--- src/rtl/ahb_pkg.sv ---
// Shared AHB-lite types and helpers for the SRAM arbiter slice.
package ahb_pkg;

  localparam int ADDR_W_DEF = 32;
  localparam int DATA_W_DEF = 32;

  typedef enum logic [1:0] {
    IDLE   = 2'b00,
    BUSY   = 2'b01,
    NONSEQ = 2'b10,
    SEQ    = 2'b11
  } htrans_t;

  // A beat only moves data when it is NONSEQ or SEQ.
  function automatic logic is_active(input htrans_t t);
    return (t == NONSEQ) || (t == SEQ);
  endfunction

endpackage

--- src/rtl/ahb_rr_grant.sv ---
// Pure next-grant decision: round-robin between two masters with a per-owner
// beat limit while the other master is waiting.
module ahb_rr_grant #(
  parameter int MAX_BURST = 4,
  parameter int CNT_W     = $clog2(MAX_BURST + 1)
) (
  input  logic [1:0]       req_i,
  input  logic [1:0]       grant_i,
  input  logic [CNT_W-1:0] cnt_i,
  input  logic             accept_i,
  input  logic             ptr_i,    // 1 = master 1 was granted last
  output logic [1:0]       grant_o
);

  localparam logic [CNT_W:0] MAX_V = (CNT_W + 1)'(MAX_BURST);

  logic [CNT_W:0] beats;
  logic           owner_live;

  // Beats already taken by the owner, including the one accepted this edge.
  assign beats      = {1'b0, cnt_i} + {{CNT_W{1'b0}}, accept_i};
  assign owner_live = (grant_i == 2'b01) || (grant_i == 2'b10);

  always_comb begin
    grant_o = 2'b00;
    unique case (req_i)
      2'b00: grant_o = 2'b00;
      2'b01: grant_o = 2'b01;
      2'b10: grant_o = 2'b10;
      default: begin
        if (owner_live && (beats < MAX_V)) grant_o = grant_i;
        else                               grant_o = ptr_i ? 2'b01 : 2'b10;
      end
    endcase
  end

endmodule

--- src/rtl/ahb_sram_arbiter.sv ---
// Two-master AHB-lite arbiter in front of the sram_control slave: address-phase
// mux on grant, write-data mux on the registered data-phase owner.
module ahb_sram_arbiter
  import ahb_pkg::*;
#(
  parameter int ADDR_W    = ADDR_W_DEF,
  parameter int DATA_W    = DATA_W_DEF,
  parameter int MAX_BURST = 4
) (
  input  logic              HCLK,
  input  logic              HRESETn,
  input  logic [1:0]        m_hbusreq,
  output logic [1:0]        m_hgrant,
  input  logic [ADDR_W-1:0] m0_haddr,
  input  logic [ADDR_W-1:0] m1_haddr,
  input  logic [1:0]        m0_htrans,
  input  logic [1:0]        m1_htrans,
  input  logic              m0_hwrite,
  input  logic              m1_hwrite,
  input  logic [DATA_W-1:0] m0_hwdata,
  input  logic [DATA_W-1:0] m1_hwdata,
  output logic              m_hready,
  output logic [DATA_W-1:0] m_hrdata,
  output logic [ADDR_W-1:0] s_haddr,
  output logic [1:0]        s_htrans,
  output logic              s_hwrite,
  output logic [DATA_W-1:0] s_hwdata,
  input  logic              s_hready,
  input  logic [DATA_W-1:0] s_hrdata,
  output logic [1:0]        data_owner
);

  localparam int             CNT_W   = $clog2(MAX_BURST + 1);
  localparam logic [CNT_W-1:0] CNT_MAX = CNT_W'(MAX_BURST);

  logic [1:0]       grant_q, grant_d;
  logic [1:0]       owner_q, owner_d;
  logic [CNT_W-1:0] cnt_q, cnt_d;
  logic             ptr_q, ptr_d;
  logic [1:0]       nxt_grant;
  htrans_t          sel_trans;
  logic             accept;

  // Address-phase mux: an ungranted bus looks IDLE to the slave.
  always_comb begin
    sel_trans = IDLE;
    s_haddr   = '0;
    s_hwrite  = 1'b0;
    unique case (grant_q)
      2'b01: begin
        sel_trans = htrans_t'(m0_htrans);
        s_haddr   = m0_haddr;
        s_hwrite  = m0_hwrite;
      end
      2'b10: begin
        sel_trans = htrans_t'(m1_htrans);
        s_haddr   = m1_haddr;
        s_hwrite  = m1_hwrite;
      end
      default: ;
    endcase
  end

  assign s_htrans = sel_trans;
  assign accept   = s_hready && is_active(sel_trans);

  ahb_rr_grant #(
    .MAX_BURST (MAX_BURST),
    .CNT_W     (CNT_W)
  ) u_rr (
    .req_i    (m_hbusreq),
    .grant_i  (grant_q),
    .cnt_i    (cnt_q),
    .accept_i (accept),
    .ptr_i    (ptr_q),
    .grant_o  (nxt_grant)
  );

  // Everything is frozen across wait states so the in-flight address holds.
  always_comb begin
    grant_d = grant_q;
    owner_d = owner_q;
    cnt_d   = cnt_q;
    ptr_d   = ptr_q;
    if (s_hready) begin
      grant_d = nxt_grant;
      owner_d = is_active(sel_trans) ? grant_q : 2'b00;
      if (grant_d != grant_q) begin
        cnt_d = '0;
        if (grant_d != 2'b00) ptr_d = grant_d[1];
      end else if (accept && (cnt_q < CNT_MAX)) begin
        cnt_d = cnt_q + 1'b1;
      end
    end
  end

  always_ff @(posedge HCLK or negedge HRESETn) begin
    if (!HRESETn) begin
      grant_q <= 2'b00;
      owner_q <= 2'b00;
      cnt_q   <= '0;
      ptr_q   <= 1'b1;
    end else begin
      grant_q <= grant_d;
      owner_q <= owner_d;
      cnt_q   <= cnt_d;
      ptr_q   <= ptr_d;
    end
  end

  always_comb begin
    s_hwdata = '0;
    unique case (owner_q)
      2'b01:   s_hwdata = m0_hwdata;
      2'b10:   s_hwdata = m1_hwdata;
      default: ;
    endcase
  end

  assign m_hgrant   = grant_q;
  assign data_owner = owner_q;
  assign m_hready   = s_hready;
  assign m_hrdata   = s_hrdata;

endmodule

--- config.mk ---
export PLATFORM = sky130hd
export DESIGN_NAME = ahb_sram_arbiter
export DESIGN_NICKNAME = d
export VERILOG_FILES = /design/src/rtl/ahb_pkg.sv /design/src/rtl/ahb_rr_grant.sv /design/src/rtl/ahb_sram_arbiter.sv
export SDC_FILE = /design/constraint.sdc
export NUM_CORES = 1
export LEC_CHECK = 0
export CORE_AREA = 2 2 106 108
export DETAILED_ROUTE_END_ITERATION = 8
export DIE_AREA = 0 0 108 110
export PLACE_DENSITY_LB_ADDON = 0.1
export SLEW_MARGIN = 40
export SYNTH_ARGS = -nofsm -noshare
export SYNTH_HDL_FRONTEND = slang
export SYNTH_SLANG_ARGS = --single-unit
--- constraint.sdc ---
create_clock -name HCLK -period 1.7 [get_ports HCLK]
set_clock_uncertainty 0.15 [all_clocks]
set_input_delay 0.17 -clock HCLK [delete_from_list [all_inputs] [get_ports HCLK]]
set_output_delay 0.17 -clock HCLK [all_outputs]
set_load 0.02 [all_outputs]
==> results <==
==> Yosys cell counts <==
master,number,area (um2)
a211o_1,1,8.760
a21boi_0,2,15.01
a21o_1,1,7.510
a22oi_1,66,495.5
a22oi_4,1,21.27
a2bb2oi_1,2,17.52
a31oi_1,2,12.51
and2b_1,1,7.510
buf_1,1,3.750
buf_2,1,5.000
buf_4,33,247.7
buf_6,2,22.52
clkbuf_1,18,67.56
dfrtp_1,7,175.2
dfstp_2,1,26.28
ha_1,5,62.56
inv_1,6,22.52
inv_2,1,3.750
mux2i_1,1,10.01
nand2_1,4,15.01
nand3_1,1,5.000
nor2_1,70,262.8
nor3_1,1,5.000
nor4b_4,1,23.77
o2111a_1,1,11.26
o2111ai_1,2,17.52
o211a_1,1,10.01
o21a_1,1,7.510
o21ai_0,2,10.01
o21ai_2,1,8.760
o221ai_1,1,8.760
o22ai_1,2,12.51
o41a_1,1,11.26
or2_2,1,6.260
xnor2_1,1,8.760
==> kinds of logic after synthesis <==
family,Yosys count
XOR/XNOR,1
adder cells (fa/ha/maj),5
AND/OR/NAND/NOR,79
buffers and inverters,62
AO/OA/AOI/OAI,87
multiplexers,1
flip-flops,8
==> worst max-delay path, cell delays in order (launching register included) <==
cell and delay, ns:
dfrtp_2 0.42, buf_6 0.13, ha_4 0.20, buf_12 0.16, a22oi_2 0.22, nor2_4 0.06
buf_6 0.13
==> placed cells by master (no fill, tap or decap), drive strengths merged <==
cell	Yosys	layout
clkbuf	18	7
nor3	1	1
o2111ai	2	2
dfstp	1	1
o41a	1	1
o21a	1	1
a21boi	2	2
nand3	1	1
a2bb2oi	2	2
nor2	70	70
and2b	1	1
mux2i	1	1
nand2	4	4
dlygate4sd2	0	1
dfrtp	7	7
o21ai	3	3
xnor2	1	1
nor4b	1	1
o211a	1	1
a31oi	2	2
buf	37	116
inv	7	7
o2111a	1	1
a22oi	67	67
clkdlybuf4s50	0	140
a21o	1	1
or2	1	1
ha	5	5
o221ai	1	1
a211o	1	1
o22ai	2	2
==> area by class of cell <==
type	instances	area [um2]	area share [%]
timing repair buffer	260	2858	56.17
sequential	8	203.9	4.009
inverter	7	28.78	0.5657
multi-input combinational	173	1777	34.92
clock buffer	4	45.04	0.8854
tap	140	175.2	3.443
==> report_power, final <==
| group | switching, uW | internal, uW | leakage, uW |
|---|---|---|---|
| Clock | 80.7 | 163 | 0.0000228 |
| Combinational | 1820 | 2020 | 0.00171 |
| Sequential | 37.9 | 235 | 0.000101 |
==> layer usage <==
metal  track usage (%)  wire, um  part of all wire, %
met2             31.99      6007                   57
met4             3.205       195                  1.9
met1             16.25      3546                   34
met5                 0         0                    0
met3             3.586       751                  7.2
==> state kept, by name, indices dropped and copies added, names as in the netlist <==
| name | flops |
|---|---|
| cnt_q | 3 |
| m_hgrant | 2 |
| ptr_q | 1 |
| data_owner | 2 |
==> worst paths after layout <==
kind | slack [ns] | end | start
min in group HCLK | 0.19 | m_hrdata[12] | s_hrdata[12]
hold reg to reg | 0.42 | cnt_q[1] | cnt_q[1]
setup reg to reg | -0.12 | cnt_q[1] | m_hgrant[1]
hold / removal | 0.08 | cnt_q[0] | HRESETn
setup / recovery | -0.17 | s_haddr[14] | m_hgrant[1]
max in group asynchronous | 1.01 | ptr_q | HRESETn
==> metrics by stage <==
stage | setup slack [ns] | hold slack (ns) | setup TNS (ns) | cell area, um2
finish | -0.1671 | 0.08099 | -8.441 | 5087
global route | -0.2208 | 0.1228 | -12.37 | 5087
CTS | -0.2129 | 0.09528 | -9.835 | 4767
detailed placement | -0.3917 | 0.1901 | -23.14 | 4163
global placement | -0.3703 | 0.1901 | -22.58 | 4163
floorplan | -0.06000 | -0.2756 | -0.1948 | 1909
==> repair_timing <==
action / 4_1_cts / 5_1_grt
gates resized for setup: 435 / 77
hold buffers: 0 / 0
setup endpoints to repair: 74 / 75
pin swaps: 28 / 40
setup buffers: 7 / 4
cloned: 6 / 3
==> impl_results.md <==
- Ys Warns: 0
- DR DRC count: 0
- Initial Util: 15.49%
- PnR Total Power: 4355 uW
- Layout cells sized above 1: 60.18%
- # fillers: 1027
- Number of clock sinks: 8
- Adder-cell share of the synthesized area: 3.776%
- Worst-Margin Slew: 0.3856 ns
- Pwr dens: 856.0 nW/um2
- Routed wire length: 10500 um
- Peak supply drop: 0.5786 mV
- Initial drt markers: 85
- # rows: 38
- Max_cap viols: 0
- Finish-stage setup viols: 73
- P_leak: 0.001838 uW
- Final instance count without filler cells: 592
- CP Data Arrival Time: 1.55 ns
- Hold crit path type: in2async
- Worst Path Max Fanout: 8
- Peak Freq: 535.6 MHz
- Slew Viols, Final: 0
- Fin crit share: 109.8%
- Global-route wire length before repair: 14700 um
- DR vias/cell: 4.625
- TritonRoute pass-1 iters: 4
- Antenna violation net count after detailed routing: 0
- Core Area: 10700 um2
- Simple-Gate Fraction of Synth Area: 19.64%
- Violated checks: setup timing
- Initial antenna violation count: 0
- Die ar.: 11880 um2
- Rel. slew slack: 74.21%
- Vias in the first global route: 2752
- Critical path data required time: 1.38 ns
- Top Ports: 275
- CP startpoint kind: register
- Ant diodes: 0
- Number of synthesized register bits: 8
- Die height: 110 um
- CTS max path bufs: 2
- Syn_area_per_cell: 6.817 um2
- Nets: 629
- DP HPWL: 7360 um
- XOR/XNOR share of the synthesized area: 0.5287%
- Placed cell count: 570
- Largest net degree at the start of global routing: 20
- Crit path kind: reg2out
- Period minus WS final: 1.867 ns
- Synthesis-to-finish area growth: 207.1%
- Status: finished with violations
- CTS H-tree lvls: 1
- Routed WL per cell: 17.74 um
- CTS Buf Count: 3
- Netlist cell types: 35
- Root buffer cell: clkbuf_8
- Area fraction in compound gates after synthesis: 40.79%
- Synth Instances: 243
- GPL Wtd Cong: 0.7961
- Syn Std Cell Area: 1657 um2
- Multiplexer area fraction after synthesis: 0.6042%
- TritonCTS clock tree: built
- Total track usage: 15.70%
- IO Port Bufs: 210
- Synth Net Count: 419
- Largest family of logic cells by synthesized area: compound AO/OA/AOI/OAI gates
- RSZ-0062 raised after global routing: yes
- Via count: 2738
- Fin util: 47.56%
- CTS clk-pin slew, worst paths: 0.04 ns
- Grt ovf: 0
- Die width: 108 um
- Final Hold Fails: 0
- Sequential fraction of the synthesis area: 12.16%
- Clock Latency Late Sink: 0.23 ns
- Worst reg2reg path depth: 6
- Crit end category: output pin
- Final WS setup: -0.1671 ns
Note: power is estimated with default switching activity, not from simulation.
